===== src/rtl/axis_rr_arbiter_if.sv =====
// AXI-Stream bundle for axis_rr_arbiter: N requester streams in, one granted stream out.
// slave = arbiter view, master = the environment driving requesters and sinking the output.
interface axis_rr_arbiter_if #(
  parameter int PAR_WDATA_BYTE = 2,
  parameter int PAR_NUM_REQ    = 4
);
  localparam int TIDW = $clog2(PAR_NUM_REQ);
  localparam int DW   = 8 * PAR_WDATA_BYTE;

  logic [PAR_NUM_REQ-1:0][DW-1:0] s_axis_tdata;
  logic [PAR_NUM_REQ-1:0]         s_axis_tvalid;
  logic [PAR_NUM_REQ-1:0]         s_axis_tready;
  logic [DW-1:0]                  m_axis_tdata;
  logic [TIDW-1:0]                m_axis_tid;
  logic                           m_axis_tvalid;
  logic                           m_axis_tready;

  modport slave (
    input  s_axis_tdata, s_axis_tvalid, m_axis_tready,
    output s_axis_tready, m_axis_tdata, m_axis_tid, m_axis_tvalid
  );
  modport master (
    output s_axis_tdata, s_axis_tvalid, m_axis_tready,
    input  s_axis_tready, m_axis_tdata, m_axis_tid, m_axis_tvalid
  );
endinterface


===== src/rtl/axis_rr_arbiter.sv =====
// Round-robin N:1 AXI-Stream arbiter with a single full-throughput output register.
// Define AXIS_RR_ARBITER_CNT_EN to add per-requester 16-bit accepted-beat counters (grant_cnt).
module axis_rr_arbiter #(
  parameter int PAR_WDATA_BYTE = 2,
  parameter int PAR_NUM_REQ    = 4
) (
  input  logic                aclk,
  input  logic                aresetn,
  axis_rr_arbiter_if.slave    bus
`ifdef AXIS_RR_ARBITER_CNT_EN
  ,
  output logic [PAR_NUM_REQ-1:0][15:0] grant_cnt
`endif
);
  localparam int TIDW = $clog2(PAR_NUM_REQ);
  localparam int DW   = 8 * PAR_WDATA_BYTE;

  localparam logic [0:0] EMPTY = 1'b0;
  localparam logic [0:0] FULL  = 1'b1;

  logic [0:0]             state;
  logic [TIDW-1:0]        last_grant;
  logic [TIDW-1:0]        sel_idx;
  logic                   sel_vld;
  logic                   load_en;
  logic [PAR_NUM_REQ-1:0] ready;
  logic [DW-1:0]          data_q;
  logic [TIDW-1:0]        tid_q;

  // Search starts one past the last winner; only tvalid and last_grant feed it,
  // so tready never depends on data.
  always_comb begin
    logic [TIDW-1:0] idx;
    sel_vld = 1'b0;
    sel_idx = '0;
    idx     = '0;
    for (int k = 1; k <= PAR_NUM_REQ; k++) begin
      idx = TIDW'((int'(last_grant) + k) % PAR_NUM_REQ);
      if (!sel_vld && bus.s_axis_tvalid[idx]) begin
        sel_vld = 1'b1;
        sel_idx = idx;
      end
    end
  end

  assign load_en = (state == EMPTY) || bus.m_axis_tready;

  always_comb begin
    ready = '0;
    if (aresetn && load_en && sel_vld) ready[sel_idx] = 1'b1;
  end

  always_ff @(posedge aclk or negedge aresetn) begin
    if (!aresetn) begin
      state      <= EMPTY;
      data_q     <= '0;
      tid_q      <= '0;
      last_grant <= TIDW'(PAR_NUM_REQ - 1);
    end else if (load_en) begin
      if (sel_vld) begin
        state      <= FULL;
        data_q     <= bus.s_axis_tdata[sel_idx];
        tid_q      <= sel_idx;
        last_grant <= sel_idx;
      end else begin
        state      <= EMPTY;
      end
    end
  end

  assign bus.s_axis_tready = ready;
  assign bus.m_axis_tdata  = data_q;
  assign bus.m_axis_tid    = tid_q;
  assign bus.m_axis_tvalid = (state == FULL);

`ifdef AXIS_RR_ARBITER_CNT_EN
  for (genvar g = 0; g < PAR_NUM_REQ; g++) begin : g_cnt
    always_ff @(posedge aclk or negedge aresetn) begin
      if (!aresetn)      grant_cnt[g] <= '0;
      else if (ready[g]) grant_cnt[g] <= grant_cnt[g] + 16'd1;
    end
  end
`endif

endmodule


===== src/flat_wrapper.sv =====
// flat-port wrapper written by rule: the top's interface ports become plain ports
module axis_rr_arbiter_flat 
#(
  parameter int PAR_WDATA_BYTE = 2,
  parameter int PAR_NUM_REQ    = 4
)
  (aclk, aresetn, bus_s_axis_tdata, bus_s_axis_tvalid, bus_m_axis_tready, bus_s_axis_tready, bus_m_axis_tdata, bus_m_axis_tid, bus_m_axis_tvalid);
  axis_rr_arbiter_if #(.PAR_WDATA_BYTE(PAR_WDATA_BYTE), .PAR_NUM_REQ(PAR_NUM_REQ)) bus_i ();
  input  logic aclk;
  input  logic aresetn;
  input wire logic [$bits(bus_i.s_axis_tdata)-1:0] bus_s_axis_tdata;
  input wire logic [$bits(bus_i.s_axis_tvalid)-1:0] bus_s_axis_tvalid;
  input wire logic [$bits(bus_i.m_axis_tready)-1:0] bus_m_axis_tready;
  output wire logic [$bits(bus_i.s_axis_tready)-1:0] bus_s_axis_tready;
  output wire logic [$bits(bus_i.m_axis_tdata)-1:0] bus_m_axis_tdata;
  output wire logic [$bits(bus_i.m_axis_tid)-1:0] bus_m_axis_tid;
  output wire logic [$bits(bus_i.m_axis_tvalid)-1:0] bus_m_axis_tvalid;
  assign bus_i.s_axis_tdata = bus_s_axis_tdata;
  assign bus_i.s_axis_tvalid = bus_s_axis_tvalid;
  assign bus_i.m_axis_tready = bus_m_axis_tready;
  assign bus_s_axis_tready = bus_i.s_axis_tready;
  assign bus_m_axis_tdata = bus_i.m_axis_tdata;
  assign bus_m_axis_tid = bus_i.m_axis_tid;
  assign bus_m_axis_tvalid = bus_i.m_axis_tvalid;
  axis_rr_arbiter #(.PAR_WDATA_BYTE(PAR_WDATA_BYTE), .PAR_NUM_REQ(PAR_NUM_REQ)) u_core (.aclk(aclk), .aresetn(aresetn), .bus(bus_i));
endmodule

===== config.mk =====
export PLATFORM = sky130hd
export DESIGN_NAME = axis_rr_arbiter_flat
export DESIGN_NICKNAME = d
export VERILOG_FILES = /design/src/rtl/axis_rr_arbiter_if.sv /design/src/rtl/axis_rr_arbiter.sv /design/src/flat_wrapper.sv
export SDC_FILE = /design/constraint.sdc
export NUM_CORES = 1
export LEC_CHECK = 0
export BUFFER_PORTS_ARGS = -buffer_cell sky130_fd_sc_hd__buf_2
export CAP_MARGIN = 30
export CORE_MARGIN = 5
export CORE_UTILIZATION = 42
export CTS_CLUSTER_SIZE = 28
export DETAILED_ROUTE_END_ITERATION = 12
export PLACE_DENSITY = 0.8
export RECOVER_POWER = 25
export SLEW_MARGIN = 0
export SYNTH_ARGS = -nofsm -noshare
export SYNTH_HDL_FRONTEND = slang
export SYNTH_SLANG_ARGS = --single-unit

===== constraint.sdc =====
create_clock -name aclk -period 2.5 [get_ports aclk]
set_clock_uncertainty 0.15 [all_clocks]
set_input_delay 0.5 -clock aclk [delete_from_list [all_inputs] [get_ports aclk]]
set_output_delay 0.5 -clock aclk [all_outputs]
set_load 0.005 [all_outputs]

## Yosys cells after proc, flatten, opt, wreduce, memory -nomap -nowiden

Index checks and enable logic that the tools add are counted.
Widths: inputs -> output; s select.

| operators by class | value |
|---|---|
| add/subtract/negate cells | 4 |
| multipliers | 0 |
| divide/modulo/power cells | 0 |
| $lt $le $gt $ge | 6 |
| equality and inequality tests | 0 |
| shift operators | 0 |
| multiplexer cells | 22 |
| bitwise logic cells | 1 |
| reductions and logical operators | 11 |

Operator list:

| operator | number |
|---|---|
| $bmux 16 s2 | 1 |
| $mux 16 | 1 |
| $lt 2x3->1 const B | 5 |
| $mux 1 | 10 |
| $bmux 1 s2 | 4 |
| $mux 2 | 4 |
| $logic_and 1x1->1 | 6 |
| $add 2x1->2 const B | 2 |
| $add 2x2->2 const B | 2 |
| $mux 4 | 1 |
| $logic_not 1->1 | 3 |
| $demux 1 s2 | 1 |
| $ge 2x1->1 const B | 1 |
| $reduce_and 2->1 | 1 |
| $logic_or 1x1->1 | 1 |
| $not 1->1 | 1 |

| word-level totals | value |
|---|---|
| flip-flop bits (word level) | 21 |
| bits in latches | 0 |
| memory bits (writable) | 0 |
| memory bits (read-only) | 0 |
| output and inout port bits | 23 |
| memories kept | 0 |

## Depth between registers and ports, before layout

Gate-level depths: netlist of the first run.

| logic depth | value |
|---|---|
| depth in word-level cells | 18 |
| mapped depth | 7 |
| depth with buffers taken out | 4 |

## Least setup slack after synthesis of the first run

Ideal clock, no wire load.

| path | value |
|---|---|
| path type | in2out |
| from | in bus_s_axis_tvalid[2] |
| to | out bus_s_axis_tready[3] |
| arrival | 1629 ps |
| required time | 1850 ps |
| setup slack | 221 ps |
| cell stages on the path | 5 |
| buffers on the path | 2 |
| path through | buf_2 > or3b_4 > a31oi_4 > buf_6 > and3_1 |

| on the way | value |
|---|---|
| longest elaborated chain between the ends | 17 |
| elaborated cells on any way between the ends | 29 |

Ends and longest elaborated chain:

| what | line | RTL |
|---|---|---|
| from (decl) | flat_wrapper.sv:12 | `input wire logic [$bits(bus_i.s_axis_tvalid)-1:0] bus_s_axis_tvalid;` |
| $bmux 1 s2 | axis_rr_arbiter.sv:39 | `if (!sel_vld && bus.s_axis_tvalid[idx]) begin` |
| $mux 1 (implied by the code) | axis_rr_arbiter.sv:39 |  |
| $mux 1 | axis_rr_arbiter.sv:39 |  |
| $logic_not 1->1 | axis_rr_arbiter.sv:39 |  |
| $logic_and 1x1->1 | axis_rr_arbiter.sv:39 |  |
| $mux 1 | axis_rr_arbiter.sv:39 |  |
| $logic_not 1->1 | axis_rr_arbiter.sv:39 |  |
| $logic_and 1x1->1 | axis_rr_arbiter.sv:39 |  |
| $mux 1 | axis_rr_arbiter.sv:39 |  |
| $logic_not 1->1 | axis_rr_arbiter.sv:39 |  |
| $logic_and 1x1->1 | axis_rr_arbiter.sv:39 |  |
| $mux 2 | axis_rr_arbiter.sv:39 |  |
| $lt 2x3->1 (implied by the code) or $ge 2x1->1 (tied branches) | axis_rr_arbiter.sv:50 | `if (aresetn && load_en && sel_vld) ready[sel_idx] = 1'b1;` |
| $logic_and 1x1->1 (implied by the code) | axis_rr_arbiter.sv:50 |  |
| $mux 1 (implied by the code) | axis_rr_arbiter.sv:50 |  |
| $demux 1 s2 | - |  |
| $mux 4 * | axis_rr_arbiter.sv:50 |  |
| to (decl) | flat_wrapper.sv:14 | `output wire logic [$bits(bus_i.s_axis_tready)-1:0] bus_s_axis_tready;` |

Every way passes the cells marked *; elsewhere a longest branch is shown, timed or not. The select of a mux whose other input is x is not followed.

## Final worst setup path of the first run

| path | value |
|---|---|
| from | reg u_core.last_grant[0] |
| to | out bus_s_axis_tready[3] |

| on the way | value |
|---|---|
| longest elaborated chain between the ends | 18 |
| elaborated cells on any way between the ends | 33 |

Ends and longest elaborated chain:

| what | line | RTL |
|---|---|---|
| from (decl) | axis_rr_arbiter.sv:22 | `logic [TIDW-1:0] last_grant;` |
| from (signal assigned) | axis_rr_arbiter.sv:58 | `last_grant <= TIDW'(PAR_NUM_REQ - 1);` |
| from (signal assigned) | axis_rr_arbiter.sv:64 | `last_grant <= sel_idx;` |
| $add 2x1->2 | axis_rr_arbiter.sv:38 | `idx = TIDW'((int'(last_grant) + k) % PAR_NUM_REQ);` |
| $bmux 1 s2 | axis_rr_arbiter.sv:39 |  |
| $mux 1 (implied by the code) | axis_rr_arbiter.sv:39 |  |
| $mux 1 | axis_rr_arbiter.sv:39 |  |
| $logic_not 1->1 | axis_rr_arbiter.sv:39 |  |
| $logic_and 1x1->1 | axis_rr_arbiter.sv:39 |  |
| $mux 1 | axis_rr_arbiter.sv:39 |  |
| $logic_not 1->1 | axis_rr_arbiter.sv:39 |  |
| [2 not listed] | - |  |
| $logic_not 1->1 | axis_rr_arbiter.sv:39 |  |
| $logic_and 1x1->1 | axis_rr_arbiter.sv:39 |  |
| $mux 2 | axis_rr_arbiter.sv:39 |  |
| $lt 2x3->1 (implied by the code) or $ge 2x1->1 (tied branches) | axis_rr_arbiter.sv:50 |  |
| $logic_and 1x1->1 (implied by the code) | axis_rr_arbiter.sv:50 |  |
| $mux 1 (implied by the code) | axis_rr_arbiter.sv:50 |  |
| $demux 1 s2 | - |  |
| $mux 4 * | axis_rr_arbiter.sv:50 |  |

Marks and branches as above.

==> impl_results.md, run 1 <==
* Status: complete, no violations
* Final Util at 59.7%
* Min-delay src: bus_s_axis_tdata[9]
* Synth Register Bits at 21
* CP Buf/Inv Count at 1
* Hold_ws at 0.271 ns
* Top post-synthesis cells by count: nand2_1, dfrtp_1, nor2_1
* Clock power frac at 14.8%
* Area leader, netlist: dfrtp_1
* Die width at 68.2 µm
* CTS HTree Levels at 1
* Crit path capture type: output port
* ANT cells at 0
* Via count at 1664
* Sw frac at between 30% and 40%
* Fin. Hold Viols at 0
* Share of post-route cells with drive strength above 1 at a little under half
* CP max-delay cell: dfstp_2
* Ys async rst share at 100%
* Post-DP HPWL at between 3000 and 4000 µm
* Synth top area share at 33.4%
* Worst Max-Slew Pin Slew at about 0.63 ns
* Maximum vdd drop at 201 µV
* Fmax at between 0.4 and 0.5 GHz
* Final Max Slew Viols at 0
* Share of total power in combinational logic at 44.2%
* Post-synthesis sequential area ratio at 37.1%
* Post-Layout Cell Count at 299
* Worst-path fanout max at 4
* R2R Path Start: u_core.last_grant[0]
* Synth warnings at 0
* IO Count at 94
* RSZ-0062 raised after global routing: false
* Post-Syn Nets at ~230
* Switching power at 0.423 mW
* Final TNS setup at 0 ns
* Cells on Worst Hold Path at 3
* Critical path's largest stage delay at about 0.58 ns
* Largest net degree at the start of global routing at 20
* Port Buffers at 93
* CP Data Arrival Time at 1.75 ns
* Required time worst endpoint at 1.85 ns
* Reg-to-reg endpoint: u_core.bus.m_axis_tdata[14]
* Top Family by Delay on Critical Path: flip-flops
* ANT nets after route at 0
* Netlist Area Pre-Place at around 1400 µm²
* Std-Cell Rows at 21
* Count leader, synth: nand2_1
* Fillers at 337
* CTS root buffer: clkbuf_4
* First drt pass iteration count at 4
* CTS Buf Count at 3
* Maximum root-to-sink buffer count at 2
* Number of distinct library cells after synthesis at 36
* Hold Path Class: input port to register
* DIE AREA at 4650 µm²
* Ys flop type: dfrtp_1
* # DRC at 0
* WS Path Type: register to output port
* Slew headroom at a little under 60%
* Final nets at ~330
* Part of the power in registers at 41.0%
* Clk pin slew, worst setup/hold paths at 0.12 ns
* Pwr/cell area at between 500 and 600 nW/µm²
* Final setup viols at 0
* Grt total ovfl at 0
* Detailed-route wire length at 4810 µm
* Period utilization at between 90 and 100%
* Maximum Capacitance Violations at 0
* Cell Chain, Critical Path: or3b_4 > a31oi_4 > and3_1 > buf_2
* Number of flops mapped to enable cells by yosys at 0
* Initial antenna violation count at 0
* CP startpoint kind: register
* Placed insts at ~290
* Internal reg-to-reg setup slack at approximately 0.61 ns
* Clk sink count at 21
* First-pass GRT wire length at 7020 µm
* 1st-iter DRT viols at around 140
* Crit. Startpoint: u_core.last_grant[0]
* Die H at 68.2 µm
* Post_cts resized at 0
* Mean Syn Cell Area at 8.84 µm²
* Period minus WS final at 2.40 ns
* Wire length per cell at 16.1 µm
* Mapped Cells at between 150 and 200
* CTS tree: yes
* Area grow syn2layout at 38.9%
* Reg2reg path depth at 5
* Power Internal at ~0.72 mW
* CORE AREA at 3310 µm²
* Clock Latency Late Sink at 0.31 ns
* Initial Utilization at 43.0%
* Post-DR vias/cell at 5.57
* Number of global-route vias before repair at 1419
* GRT Total Usage at 20.1%
* Leak at 0.914 nW
* Hold EP: u_core.bus.m_axis_tdata[9]
* Final RePlAce weighted congestion at roughly 0.79
* Top post-synthesis cells by area: dfrtp_1, a32oi_1, a41oi_1, a31oi_1, nand2_1
==> worst min-delay path, delay by kind of cell <==
| kind | cells | cell delay (ns) |
|---|---|---|
| buf+inv | 1 | 0.10 |
| simple gates | 1 | 0.04 |
| compound gates | 1 | 0.07 |
==> worst max-delay path by stage <==
stage	end	slack (ns)	cells past startpoint
finish	bus_s_axis_tready[3]	0.1	4
global route	bus_s_axis_tready[3]	0.02	4
CTS	bus_s_axis_tready[3]	0.01	4
detailed placement	bus_s_axis_tready[0]	0.26	5
global placement	bus_s_axis_tready[0]	0.27	5
floorplan	bus_s_axis_tready[3]	0.22	5
==> per-layer routing <==
| metal | track usage [%] | share of wire [%] |
|---|---|---|
| met5 | 0 | 0 |
| met4 | 6.95 | 1.2 |
| met3 | 1.97 | 8.4 |
| met2 | 32.4 | 48 |
| met1 | 28.1 | 42 |
==> final cells by class <==
class                   instances  area [µm²]  share of cell area [%]
repair buffers                107         569                    28.8
inverters                       2        7.51                   0.380
multi-input cells             119         787                    39.8
well taps                      46        57.6                    2.91
clock buffers                   4        26.3                    1.33
flip-flops and latches         21         528                    26.7
==> timing repair <==
action,CTS,global route
setup endpoints to repair,0,1
setup buffers,0,3
hold buffers,1,0
hold endpoints to repair,10,0
==> metrics by stage <==
step | power [mW] | worst slack [ns] | area (µm²)
2_1_floorplan | 0.762 | 0.221 | 1420
3_3_place_gp | 0.956 | 0.271 | 1920
3_5_place_dp | 0.966 | 0.258 | 1920
4_1_cts | 1.13 | 0.0123 | 1960
5_1_grt | 1.23 | 0.0209 | 1980
6_report | 1.15 | 0.0993 | 1980
==> sequential cells by signal, summed over array words and instances (netlist names) <==
signal                    cells
u_core.bus.m_axis_tdata      16
u_core.bus.m_axis_tid         2
u_core.last_grant             2
u_core.bus.m_axis_tvalid      1
==> cells by family (layout without fill, tap and decap cells) <==
kind of cell / count (synthesis) / after routing / synth area share (%)
and+or+nand+nor: 54 / 54 / 17.6
DFF: 21 / 21 / 37.1
muxes: 1 / 1 / 0.704
AOI/OAI and AO/OA: 64 / 64 / 36.8
buffers and inverters: 21 / 113 / 7.83
==> placed cells by master, fill, tap and decap left out, types with 2 or more instances in the layout <==
cell type	n
a31oi_1	16
nand2b_1	3
nand2_1	21
clkbuf_4	3
nor2_1	19
buf_2	93
a32oi_1	16
a21o_1	3
o21a_1	2
dfstp_2	2
clkbuf_1	2
buf_4	12
dfrtp_1	19
inv_1	2
a41oi_1	16
and3_1	2
==> power by group through the flow <==
stage	Combinational [mW]	Sequential, mW	Clock [mW]
after floorplan	0.296	0.466	0
after global placement	0.478	0.479	0
after detailed placement	0.485	0.481	0
after CTS	0.487	0.474	0.171
after global routing	0.560	0.480	0.191
final	0.506	0.470	0.169
Power figures use the tool's default switching activity.
==> run 2: changes to the inputs <==
--- a/config.mk
+++ b/config.mk
@@ -7,12 +7,15 @@
 export LEC_CHECK = 0
 export BUFFER_PORTS_ARGS = -buffer_cell sky130_fd_sc_hd__buf_2
 export CAP_MARGIN = 30
+export CELL_PAD_IN_SITES_DETAIL_PLACEMENT = 1
+export CELL_PAD_IN_SITES_GLOBAL_PLACEMENT = 2
 export CORE_MARGIN = 5
-export CORE_UTILIZATION = 42
+export CORE_UTILIZATION = 22
 export CTS_CLUSTER_SIZE = 28
 export DETAILED_ROUTE_END_ITERATION = 12
-export PLACE_DENSITY = 0.8
+export PLACE_DENSITY_LB_ADDON = 0.1
 export RECOVER_POWER = 25
+export SKIP_CTS_REPAIR_TIMING = 1
 export SLEW_MARGIN = 0
 export SYNTH_ARGS = -nofsm -noshare
 export SYNTH_HDL_FRONTEND = slang
==> run 2 against run 1 <==
  * Setup slack better by 0.078 ns
  * Sequential power about the same
  * Register-to-register slack better by 0.02 ns
  * Global-route usage down 5.0 points
  * Worst hold slack better by 0.045 ns
  * Die area up 76%
  * First-iteration DRC count down 55%
  * Clock-buffer cell count down 1
  * Core utilization down 27 points
  * Maximum frequency up 3.3%
  * Final cell count up 10%
  * Highest routed layer unchanged
==> impl_results.md, run 2 (same netlist as run 1, synthesis figures left out) <==
* Status: complete, no violations
* CTS HTree Levels at 1 (unchanged)
* Detailed-route wire length at 6220 µm (+29%)
* Largest net degree at the start of global routing at 20 (unchanged)
* Pwr/cell area at 604 nW/µm² (+4.3%)
* Final Max Slew Viols at 0 (unchanged)
* Std-Cell Rows at 29 (+38%)
* First drt pass iteration count at 4 (unchanged)
* Commonest non-fill, non-tap cell in the layout: buf_2
* Clk sink count at 21 (unchanged)
* Maximum root-to-sink buffer count at 2 (unchanged)
* Cell Area, Placed at 1980 µm² (+3.2%)
* Number of global-route vias before repair at 1813 (+28%)
* Die width at 90.4 µm (+33%)
* CORE AREA at 6310 µm² (+91%)
* Final RePlAce weighted congestion at 0.759 (-3.7%)
* ANT cells at 0 (unchanged)
* Final instance area at 2030 µm² (+3.0%)
* Fin. Hold Viols at 0 (unchanged)
* Post-DR vias/cell at 5.17 (-7.2%)
* Post-DP HPWL at 4780 µm (+32%)
* CTS Buf Count at 3 (unchanged)
* Crit path capture type: output port
* Maximum vdd drop at 221 µV (+9.9%)
* Via count at 1705 (+2.5%)
* Max reg flops at 16 (unchanged)
* Slew headroom at 43.2% (-15 points)
* Final TNS setup at 0 ns (unchanged)
* Clk pin slew, worst setup/hold paths at 0.09 ns (-0.03 ns)
* 1st-iter DRT viols at 64 (-55%)
* Period minus WS final at 2.32 ns (-0.0777 ns)
* Initial antenna violation count at 0 (unchanged)
* Grt total ovfl at 0 (unchanged)
* Wire length per cell at 18.8 µm (+17%)
* Initial Utilization at 22.5% (-20 points)
* Fmax at 0.430 GHz (+3.3%)
* WS Path Type: register to output port
* Period utilization at 92.9% (-3.1 points)
* Share of post-route cells with drive strength above 1 at 46.2% (+0.40 points)
* ANT nets after route at 0 (unchanged)
* CP Data Arrival Time at 1.67 ns (-0.08 ns)
* DIE AREA at 8170 µm² (+76%)
* First-pass GRT wire length at 10000 µm (+43%)
* Leak at 0.925 nW (+1.2%)
* # DRC at 0 (unchanged)
* Most frequent cells in the layout: buf_2, nand2_1, nor2_1, dfrtp_1
* IO Count at 94 (unchanged)
* RSZ-0062 raised after global routing: false
* Port Buffers at 93 (unchanged)
* Die H at 90.4 µm (+33%)
* Worst Max-Slew Pin Slew at 0.852 ns (+0.219 ns)
* CTS root buffer: clkbuf_8
* Required time worst endpoint at 1.85 ns (about the same)
* Clock Latency Late Sink at 0.27 ns (-0.04 ns)
* Worst-path fanout max at 2 (-2)
* CTS tree: yes
* Area grow syn2layout at 43.0%
* Final setup viols at 0 (unchanged)
* Hold Path Class: input port to register
* Final nets at 325 (unchanged)
* Maximum Capacitance Violations at 0 (unchanged)
* CP startpoint kind: register
* GRT Total Usage at 15.2% (-5.0 points)
* Fillers at 812 (+140%)
[run 2: critical path: stages (launching register included)]
cell     delay [ns]
dfstp_2        0.55
or3b_4         0.38
a31oi_4        0.18
and3_1         0.16
buf_2          0.12
[run 2: layout make-up]
cell class,instances,area [µm²],share of cell area (%)
inverters,2,7.51,0.369
well taps,77,96.3,4.74
repair buffers,107,569,28.0
clock buffers,3,41.3,2.03
flip-flops and latches,21,528,26.0
multi-input cells,119,787,38.7
clock inverters,1,5.00,0.246
[run 2: metrics by stage]
stage	hold slack, ns	setup slack, ns	util [%]	power (mW)	cells
6_report	0.316	0.177	32.2	1.23	330
5_1_grt	0.318	0.0874	32.2	1.33	330
4_1_cts	-0.0698	0.156	32.1	1.26	329
3_5_place_dp	0.239	0.217	31.4	1.01	325
3_3_place_gp	0.238	0.246	31.4	1.00	325
2_1_floorplan	0.0544	0.221	-	0.762	161
[run 2: metal layers]
| layer | wire length [µm] | global-route usage, % |
|---|---|---|
| met5 | 0 | 0 |
| met2 | 3100 | 25.7 |
| met1 | 2700 | 19.1 |
| met4 | 93 | 3.97 |
| met3 | 322 | 3.83 |
[run 2: worst paths after layout]
kind	depth (start not counted)	to	startpoint	slack (ns)
min in group asynchronous	2	u_core.bus.m_axis_tdata[10]	aresetn	0.47
hold reg to reg	1	u_core.bus.m_axis_tid[1]	u_core.bus.m_axis_tid[1]	0.33
setup reg to reg	5	u_core.bus.m_axis_tdata[7]	u_core.last_grant[0]	0.63
setup / recovery	4	bus_s_axis_tready[3]	u_core.last_grant[0]	0.18
hold / removal	3	u_core.bus.m_axis_tdata[9]	bus_s_axis_tdata[9]	0.32
max in group asynchronous	3	u_core.bus.m_axis_tdata[0]	aresetn	0.68
[run 2: power by group]
group          switching, mW  internal [mW]  total [mW]
clock                  0.131          0.112       0.243
combinational          0.284          0.235       0.519
sequential            0.0492          0.419       0.468
total                  0.465          0.765        1.23
